## src/rtl/req_enc8to3.sv

```systemverilog
// Sequential 8-to-3 request encoder: latches request strobes into a pending
// register and presents one selected source index until the consumer acks it.
module req_enc8to3 #(
    parameter bit ROUND_ROBIN = 1'b0
) (
    input  logic       Clock,
    input  logic       Resetn,
    input  logic [0:7] Req,
    input  logic       Ack,
    input  logic       Clr,
    output logic [2:0] W,
    output logic       Valid,
    output logic [0:7] Pending,
    output logic       Overrun
);

    typedef enum logic {
        IDLE,
        GRANT
    } state_t;

    state_t     state;
    logic [2:0] last;

    logic       ack_take;
    logic [0:7] clr_mask;
    logic [0:7] cand;
    logic [2:0] scan_base;
    logic [2:0] scan_idx;
    logic [2:0] sel_idx;
    logic       sel_found;

    // An ack only counts while a grant is presented; a flush overrides it.
    always_comb begin
        ack_take = (state == GRANT) && Ack && !Clr;
        clr_mask = '0;
        if (ack_take) begin
            clr_mask[W] = 1'b1;
        end
        cand = Pending | Req;
    end

    // Fixed priority is a rotating scan that always starts just after index 7.
    always_comb begin
        scan_base = ROUND_ROBIN ? last : 3'd7;
        scan_idx  = '0;
        sel_idx   = '0;
        sel_found = 1'b0;
        for (int k = 1; k <= 8; k++) begin
            scan_idx = scan_base + 3'(k);
            if (!sel_found && cand[scan_idx]) begin
                sel_idx   = scan_idx;
                sel_found = 1'b1;
            end
        end
    end

    always_ff @(posedge Clock or negedge Resetn) begin
        if (!Resetn) begin
            state   <= IDLE;
            W       <= 3'b000;
            Valid   <= 1'b0;
            Pending <= '0;
            Overrun <= 1'b0;
            last    <= 3'b111;
        end else begin
            Overrun <= !Clr && ((Req & Pending & ~clr_mask) != '0);
            if (Clr) begin
                Pending <= '0;
                Valid   <= 1'b0;
                state   <= IDLE;
            end else begin
                // Set wins: a request on the acked bit re-arms it.
                Pending <= (Pending & ~clr_mask) | Req;
                case (state)
                    IDLE: begin
                        if (sel_found) begin
                            W     <= sel_idx;
                            Valid <= 1'b1;
                            state <= GRANT;
                        end
                    end
                    GRANT: begin
                        if (ack_take) begin
                            last  <= W;
                            Valid <= 1'b0;
                            state <= IDLE;
                        end
                    end
                    default: begin
                        Valid <= 1'b0;
                        state <= IDLE;
                    end
                endcase
            end
        end
    end

endmodule

```

## config.mk

```make
export PLATFORM = sky130hd
export DESIGN_NAME = req_enc8to3
export DESIGN_NICKNAME = d
export VERILOG_FILES = /design/src/rtl/req_enc8to3.sv
export SDC_FILE = /design/constraint.sdc
export NUM_CORES = 1
export LEC_CHECK = 0
export ABC_AREA = 1
export BUFFER_PORTS_ARGS = -buffer_cell sky130_fd_sc_hd__buf_4
export CAP_MARGIN = 25
export CORE_MARGIN = 10
export CORE_UTILIZATION = 45
export DETAILED_ROUTE_END_ITERATION = 10
export HOLD_SLACK_MARGIN = 0.12
export PLACE_DENSITY = 0.74
export SYNTH_ARGS = -nofsm -noshare
export SYNTH_HDL_FRONTEND = slang
export SYNTH_SLANG_ARGS = --single-unit
```

## constraint.sdc

```tcl
create_clock -name Clock -period 1.1 [get_ports Clock]
set_input_delay 0.22 -clock Clock [delete_from_list [all_inputs] [get_ports Clock]]
set_output_delay 0.22 -clock Clock [all_outputs]
set_load 0.05 [all_outputs]
```

==> impl_metrics.toml, run 1 <==
[finish]
syn2layout_area_growth_pct = 76.4
final_cells = 204
stdcell_area_um2 = 1510
diodes = 0
nFillCells = 104
layout-drive-gt1-share_pct = 47.5
nNetsFinal = 192
seq_area_um2 = 359
finish.utilization_pct = 85.8
multi_input_area_um2 = 484

[clock_tree]
cts_sinks = 14
htree_levels = 1
clk_latency_ns = 0.29
cts.reportedPaths.clkPinSlew_ns = 0.09
cts_buffers = 3
clock_path_buffers = 2
cts_tree = "done"
cts_root_buffer = "clkbuf_4"

[global_routing]
antenna_found_initial = 0
grt_pass1_wl_um = 5070
grt_max_degree = 15
grt-ovfl-total = 0
grt_pass1_vias = 1119
grtUsageTotal_pct = 15.2

[sta]
timing.final.crit_share_pct = 119
rsz0062_at_grt = "yes"
finalSetupViolations = 22
hold_viol = 0
slew_headroom_pct = 81.8
tns_ns = -2.65
maxSlewViolCount = 0
finalCriticalPeriod_ns = 1.31
clock_skew_ns = 0.00353
fmax_ghz = 0.764
hold_ws_ns = 0.171
worst_slack_ns = -0.209
worst_pin_slew_ns = 0.272

[outcome]
status = "finished with violations"
violations = "setup timing"

[route]
vias_per_cell = 5.21
drtIter0Drc = 40
wl_per_cell_um = 14.5
drcViolationCount = 0
final_antenna_net_count = 0
drt-pass1-iter-count = 4
wirelength_um = 2970
vias = 1062

[critical_path]
cp_max_fo = 4
crit_chain = "nor2_4 -> nand2_2 -> nor2_4 -> nand4_4 -> nor2_1 -> nor2_1 -> nand2_1 -> nand2_1"
path_buf_inv = 0
endpoint_kind = "flip-flop"
crit_family = "simple AND/OR/NAND/NOR gates"
cp_slowest_cell = "dfrtp_2"
critPathArrivalTime_ns = 1.50
critical_path_class = "flip-flop to flip-flop"
cp.required_ns = 1.29
critPathLaunchType = "flip-flop"
slowest_delay_ns = 0.44

[place]
port_buffers = 24
placedCellCount = 190
routabilityCongestion = 0.833
dp_hpwl_um = 2020
place_ws_ns = -0.227
place_area_um2 = 1250

[logic_synthesis]
ys_top_cells_by_count = "nand2_1, nor2_1, dfrtp_1"
yosysTopAreaCell = "dfrtp_1"
yosysMostFrequentCell = "nand2_1"
synth.area.top_cells = "dfrtp_1, nand2_1, nor2_1, inv_1, a21oi_1"
synthMuxAreaShare_pct = 0
synth_top_area_share_pct = 40.8
synth_top_family_by_area = "simple AND/OR/NAND/NOR gates"
synth_compound_area_share_pct = 9.77
yosys_most_used_dff = "dfrtp_1"
syn_nets = 132
netlist_instances = 120
yosysWarnings = 0
seq_area_frac_synth_pct = 40.8
synth_cell_types = 16
synthAdderAreaFrac_pct = 0
synth_edf_count = 0
synthSimpleGateAreaFrac_pct = 42.6
synth-xor-area-share_pct = 0
syn_area_per_cell_um2 = 7.15
ys_ff_latch = 14
synth_area_um2 = 858
synth-async-reset-ratio_pct = 100

[die]
die_x_um = 63.7
io_pins = 25
placementRows = 15
initial_core_util_pct = 48.7
dieHeight_um = 63.7
core_area_um2 = 1760
dieArea_um2 = 4050

[min_path]
hold_path.class = "input pin to flip-flop"

[power]
ir_drop_mv = 1.12
p_leak_nw = 0.771
power.total_mw = 1.74
powerDensity_nw_per_um2 = 1150

[run]
maxCapViolCount = 0
-- worst paths after layout --
path,startpoint,endpoint,slack (ns),cells past startpoint
hold / removal,Req[7],Pending[7],0.17,3
setup reg to reg,Pending[1],W[2],-0.21,8
setup / recovery,Pending[1],W[2],-0.21,8
min in group asynchronous,Resetn,Pending[2],0.31,2
hold reg to reg,Valid,Valid,0.53,2
max in group asynchronous,Resetn,W[1],0.60,2
-- layer usage --
layer  track usage [%]  share of wire, %  vias up
met2              27.8                53       41
met4              6.56               3.1        0
met5                 0                 0        -
li1                  -                 -      503
met3              3.53               7.4       11
met1              16.1                37      507
-- registers in the layout, summed over array words and instances, names as in the netlist --
register and count:
W 3, Pending 8, Valid 1, Overrun 1, state 1
-- tightest hold or removal path, cell delays in order --
cell and delay (ns):
buf_4 0.09, a21oi_1 0.03, nor2_1 0.08
-- layout by cell type, fill, tap and decap left out, types with 3 or more instances in the layout --
cell      synthesis  routed
inv_1            13      13
dfrtp_1          14       7
nand3_1           8       8
nand2_2           1       3
buf_6             0      11
nor2_1           22      15
clkbuf_4          0       3
dfrtp_2           0       7
nor2_4            4       5
nand2_1          35      33
nor2_2            0       6
nand4_1           5       5
a21oi_1           9       8
buf_8             0      11
buf_4             0      34
-- area by class of cell --
| cell class | count | area share [%] |
|---|---|---|
| sequential | 14 | 23.7 |
| multi-input combinational | 91 | 32.0 |
| timing repair buffer | 57 | 36.6 |
| tap | 25 | 2.07 |
| clock buffer | 4 | 2.40 |
| inverter | 13 | 3.22 |
-- where the power goes --
part           total (mW)  internal (mW)  switching, mW  leakage (nW)
logic               0.733          0.327          0.407         0.582
clock network       0.387          0.202          0.185        0.0210
registers           0.616          0.567         0.0485         0.168
total                1.74           1.10          0.641         0.771
-- cells by family after synthesis --
| group | count (synthesis) |
|---|---|
| flip-flops | 14 |
| buffers and inverters | 15 |
| AND/OR/NAND/NOR | 77 |
| AO/OA/AOI/OAI | 14 |
-- what timing repair did --
item                       CTS  global route
setup buffers                7             3
resized for setup           33            11
hold buffers                 1             0
hold endpoints to repair    14             0
pin swaps                    4             3
setup endpoints to repair   23            26
(Power assumes the default switching activity.)
==> run 2: changes to the inputs <==
--- a/config.mk
+++ b/config.mk
@@ -8,11 +8,11 @@
 export ABC_AREA = 1
 export BUFFER_PORTS_ARGS = -buffer_cell sky130_fd_sc_hd__buf_4
 export CAP_MARGIN = 25
+export CORE_ASPECT_RATIO = 0.75
 export CORE_MARGIN = 10
-export CORE_UTILIZATION = 45
+export CORE_UTILIZATION = 35
 export DETAILED_ROUTE_END_ITERATION = 10
 export HOLD_SLACK_MARGIN = 0.12
-export PLACE_DENSITY = 0.74
 export SYNTH_ARGS = -nofsm -noshare
 export SYNTH_HDL_FRONTEND = slang
 export SYNTH_SLANG_ARGS = --single-unit
==> constraint.sdc (replaced) <==
create_clock -name Clock -period 1.7 [get_ports Clock]
set_input_delay 0.34 -clock Clock [delete_from_list [all_inputs] [get_ports Clock]]
set_output_delay 0.34 -clock Clock [all_outputs]
set_load 0.05 [all_outputs]
==> impl_metrics.toml, run 2 (same netlist as run 1, synthesis figures left out) <==
[power]
power.total_mw = 0.890
swShare_pct = 39.3
p_int_mw = 0.540
pwr-share-comb_pct = 33.3
pwr-share-clk_pct = 21.4
powerDensity_nw_per_um2 = 806
pwr-share-seq_pct = 45.3
ir_drop_mv = 0.343
p_leak_nw = 0.576
p_sw_mw = 0.349

[route]
drcViolationCount = 0
final_antenna_net_count = 0
vias = 814
wirelength_um = 2150
drtIter0Drc = 61
drt-pass1-iter-count = 4
wl_per_cell_um = 12.0
vias_per_cell = 4.52

[die]
die_x_um = 77.2
dieArea_um2 = 4850
io_pins = 25
placementRows = 15
initial_core_util_pct = 36.9
dieHeight_um = 62.9
core_area_um2 = 2330

[clock_tree]
cts.reportedPaths.clkPinSlew_ns = 0.08
cts_root_buffer = "clkbuf_4"
htree_levels = 1
cts_sinks = 14
cts_setup_buffers = 0
clk_latency_ns = 0.28
cts_buffers = 3
clock_path_buffers = 2
cts_resized = 0
cts_tree = "done"

[place]
dp_hpwl_um = 1720
place_area_um2 = 1070
port_buffers = 24
routabilityCongestion = 0.835

[critical_path]
cp_max_fo = 9
r2r_cells = 7
regToRegEndpoint = "W[0]"
crit_family = "flip-flops"
worst-path-stages = 1
cp.required_ns = 1.36
critical_path_class = "flip-flop to output pin"
cp_slowest_cell = "dfrtp_1"
path_buf_inv = 1
r2r_start = "Pending[0]"
critPathArrivalTime_ns = 1.05
endpoint_kind = "output pin"
crit_chain = "buf_4"
slowest_delay_ns = 0.51
r2r_slack_ns = 0.34
critPathLaunchType = "flip-flop"

[finish]
nNetsFinal = 160
nFillCells = 251
seq_area_um2 = 350
top_regs = "Pending x8, W x3"
syn2layout_area_growth_pct = 28.6
stdcell_area_um2 = 1100
diodes = 0
regMostFlops = "Pending"
largest_register_ffs = 8
finish.utilization_pct = 47.4
layout_commonest_cell = "nand2_1"
layout-drive-gt1-share_pct = 23.3
final_cell_mix = "nand2_1, buf_4, nor2_1"
multi_input_area_um2 = 449

[global_routing]
antenna_found_initial = 0
grtUsageTotal_pct = 8.90
grt_max_degree = 15
grt_pass1_wl_um = 3530
grt_pass1_vias = 748
grt-ovfl-total = 0

[sta]
finalCriticalPeriod_ns = 1.39
maxSlewViolCount = 0
tns_ns = 0
fmax_ghz = 0.722
slew_headroom_pct = 81.5
timing.final.crit_share_pct = 81.5
rsz0062_at_grt = "no"
worst_pin_slew_ns = 0.277
hold_viol = 0
clock_skew_ns = 0.00513
finalSetupViolations = 0

[outcome]
status = "finished, final reports clean"

[min_path]
hold_path.class = "input pin to flip-flop"
holdPathEnd = "Pending[5]"
min-delay-start = "Req[5]"
hold_depth = 3

[run]
maxCapViolCount = 0
==> run 2: changes by cell type in the layout (fill, tap and decap cells not counted), sizes merged <==
| cell | delta |
|---|---|
| clkbuf | -1 |
| buf | -32 |
==> run 2: metrics by stage <==
stage	hold slack [ns]	worst slack, ns	cells
floorplan	0.0444	0.226	120
CTS	0.283	0.321	180
detailed placement	0.208	0.326	176
global route	0.291	0.223	180
global placement	0.206	0.316	176
finish	0.287	0.314	180
==> run 2: layout make-up <==
class | count | area share (%)
Tap cell | 34 | 3.85
Multi-Input combinational cell | 91 | 40.7
Sequential cell | 14 | 31.7
Inverter | 13 | 4.42
Timing Repair Buffer | 25 | 17.2
Clock buffer | 3 | 2.04
==> run 2: routing by layer <==
metal | up-vias | GRT usage [%] | share of wire (%)
met4 | 0 | 2.05 | 0.60
met5 | - | 0 | 0
met1 | 347 | 12.3 | 51
li1 | 435 | - | -
met2 | 30 | 12.1 | 42
met3 | 2 | 4.02 | 6.1
==> run 2: repair_timing <==
action                     4_1_cts  5_1_grt
hold endpoints to repair        14        0
setup endpoints to repair        0        0
hold buffers                     1        0
==> run 2: worst max-delay path by stage <==
stage                          start   end  slack, ns
after detailed placement      Req[2]  W[0]       0.33
final                           W[1]  W[1]       0.31
after global routing      Pending[2]  W[0]       0.22
after floorplan           Pending[0]  W[2]       0.23
after CTS                       W[1]  W[1]       0.32
after global placement        Req[2]  W[0]       0.32
==> run 2: power by group through the flow <==
stage / Combinational (mW) / Clock (mW) / Sequential [mW]
2_1_floorplan: 0.103 / 0 / 0.497
3_3_place_gp: 0.297 / 0 / 0.407
3_5_place_dp: 0.298 / 0 / 0.409
4_1_cts: 0.300 / 0.201 / 0.403
5_1_grt: 0.324 / 0.213 / 0.408
6_report: 0.296 / 0.190 / 0.403
==> run 2: worst reg2reg max path: stages, from the launching register on <==
cell and delay [ns]:
dfrtp_1 0.43, nor2_4 0.15, nand2_2 0.08, nor2_4 0.16, nand4_4 0.12, o21ai_4 0.20
nand2_1 0.07, nand2_1 0.07
==> run 3: changes to the inputs <==
==> constraint.sdc (replaced) <==
create_clock -name Clock -period 1.3 [get_ports Clock]
set_input_delay 0.26 -clock Clock [delete_from_list [all_inputs] [get_ports Clock]]
set_output_delay 0.26 -clock Clock [all_outputs]
set_load 0.05 [all_outputs]
==> impl_metrics.toml, run 3 (same netlist as run 1, synthesis figures left out) <==
[min_path]
hold_depth = 2
min-delay-start = "Clr"
hold_path.class = "input pin to flip-flop"
holdPathEnd = "Pending[3]"

[critical_path]
r2r_cells = 9
cp.required_ns = 1.52
r2r_start = "Pending[0]"
cp_max_fo = 4
slowest_delay_ns = 0.45
cp_common_cell = "nand2_1"
crit_chain = "nor2_4 -> nand2_2 -> nor2_4 -> nand2_1 -> nor2_1 -> o21ai_1 -> nand2_1 -> nand2_1 -> nand2_1"
critPathArrivalTime_ns = 1.54
regToRegEndpoint = "W[1]"
critical_path_class = "flip-flop to flip-flop"
cp_slowest_cell = "dfrtp_2"
critPathLaunchType = "flip-flop"
r2r_slack_ns = -0.01
endpoint_kind = "flip-flop"

[die]
dieArea_um2 = 4850
dieHeight_um = 62.9
io_pins = 25
core_area_um2 = 2330
placementRows = 15
initial_core_util_pct = 36.9
die_x_um = 77.2

[clock_tree]
clk_latency_ns = 0.28
htree_levels = 1
cts_buffers = 3
cts_sinks = 14
cts_root_buffer = "clkbuf_4"
clock_path_buffers = 2
cts.reportedPaths.clkPinSlew_ns = 0.09
cts_tree = "done"

[sta]
worst_slack_ns = -0.0147
rsz0062_at_grt = "yes"
finalCriticalPeriod_ns = 1.31
slew_headroom_pct = 82.3
hold_viol = 0
finalSetupViolations = 3
hold_ws_ns = 0.183
worst_pin_slew_ns = 0.264
maxSlewViolCount = 0
tns_ns = -0.0333
clock_skew_ns = 0.000480
timing.final.crit_share_pct = 101
fmax_ghz = 0.761

[global_routing]
grt_max_degree = 15
grtUsageTotal_pct = 9.66
grt_pass1_vias = 875
antenna_found_initial = 0
grt_pass1_wl_um = 3930
grt-ovfl-total = 0

[power]
pwr-share-clk_pct = 21.6
powerDensity_nw_per_um2 = 1020
p_sw_mw = 0.481
pwr-share-seq_pct = 43.1
swShare_pct = 39.0
p_int_mw = 0.752
p_leak_nw = 0.611
ir_drop_mv = 0.654
pwr-share-comb_pct = 35.3

[finish]
top_regs = "Pending x8, W x3"
nNetsFinal = 168
regMostFlops = "Pending"
largest_register_ffs = 8
layout_commonest_cell = "nand2_1"
layout-drive-gt1-share_pct = 37.4
diodes = 0
final_cell_mix = "nand2_1, buf_4, nor2_1"
syn2layout_area_growth_pct = 41.0

[route]
final_antenna_net_count = 0
drt-pass1-iter-count = 4
wirelength_um = 2370
vias_per_cell = 4.76
drtIter0Drc = 67
drcViolationCount = 0
vias = 900
wl_per_cell_um = 12.6

[outcome]
status = "finished with violations"
violations = "setup timing"

[place]
dp_hpwl_um = 1820
routabilityCongestion = 0.923
port_buffers = 24

[run]
maxCapViolCount = 0
## run 3: cell count changes in the layout (fill, tap and decap cells not counted)
| cell | previous run | this run |
|---|---|---|
| nor2_2 | 0 | 6 |
| dfrtp_2 | 0 | 7 |
| o21ai_1 | 1 | 3 |
| buf_4 | 24 | 29 |
| buf_6 | 0 | 3 |
| nand2_2 | 1 | 4 |
| nand2_1 | 35 | 32 |
| nor2_1 | 22 | 16 |
| clkbuf_1 | 0 | 1 |
| o21ai_0 | 2 | 0 |
| dfrtp_1 | 14 | 7 |
## run 3: critical path: cells and delay by family, from the launching register on
kind	cells	cell delay [ns]
AND/OR/NAND/NOR	8	0.69
AO/OA/AOI/OAI	1	0.10
flip-flops	1	0.45
## run 3: per-stage QoR
step / power [mW] / cells / worst slack, ns / util, % / cell area, um^2
2_1_floorplan: 0.795 / 120 / -0.0512 / - / 878
3_3_place_gp: 0.945 / 180 / 0.00496 / 47.9 / 1110
3_5_place_dp: 0.946 / 180 / -0.0340 / 47.9 / 1110
4_1_cts: 1.22 / 185 / -0.0262 / 49.8 / 1160
5_1_grt: 1.31 / 189 / -0.114 / 52.0 / 1210
6_report: 1.23 / 189 / -0.0147 / 52.0 / 1210
## run 3: power groups by stage
| stage | clock, mW | sequential, mW | combinational, mW |
|---|---|---|---|
| 3_3_place_gp | 0 | 0.537 | 0.407 |
| 3_5_place_dp | 0 | 0.538 | 0.408 |
| 2_1_floorplan | 0 | 0.656 | 0.140 |
| 5_1_grt | 0.298 | 0.540 | 0.472 |
| 4_1_cts | 0.271 | 0.531 | 0.414 |
| 6_report | 0.266 | 0.531 | 0.436 |
## run 3: worst max-delay path by stage
stage / from / endpoint / depth (start not counted)
5_1_grt: Pending[0] / W[2] / 9
2_1_floorplan: Pending[2] / W[0] / 8
6_report: Pending[0] / W[1] / 9
3_3_place_gp: Req[2] / W[0] / 8
3_5_place_dp: Req[2] / W[2] / 10
4_1_cts: Pending[3] / W[2] / 9
## run 3: area by class of cell
class,count,area [um^2]
Inverter,13,48.8
Sequential cell,14,359
Multi-Input combinational cell,91,472
Timing Repair Buffer,33,262
Tap cell,34,42.5
Clock buffer,4,26.3
Fill cell,235,1120
## run 3: per-layer routing
layer	global-route usage, %	wire, um
met5	0	0
met4	1.36	12
met3	4.60	219
met2	15.4	1090
met1	11.7	1050
## run 3: timing repair
action	in CTS	in global routing
resized for setup	3	9
cloned	0	0
setup buffers	0	4
hold endpoints to repair	14	0
hold buffers	1	0
endpoints found under the setup margin	4	8
pin swaps	3	9
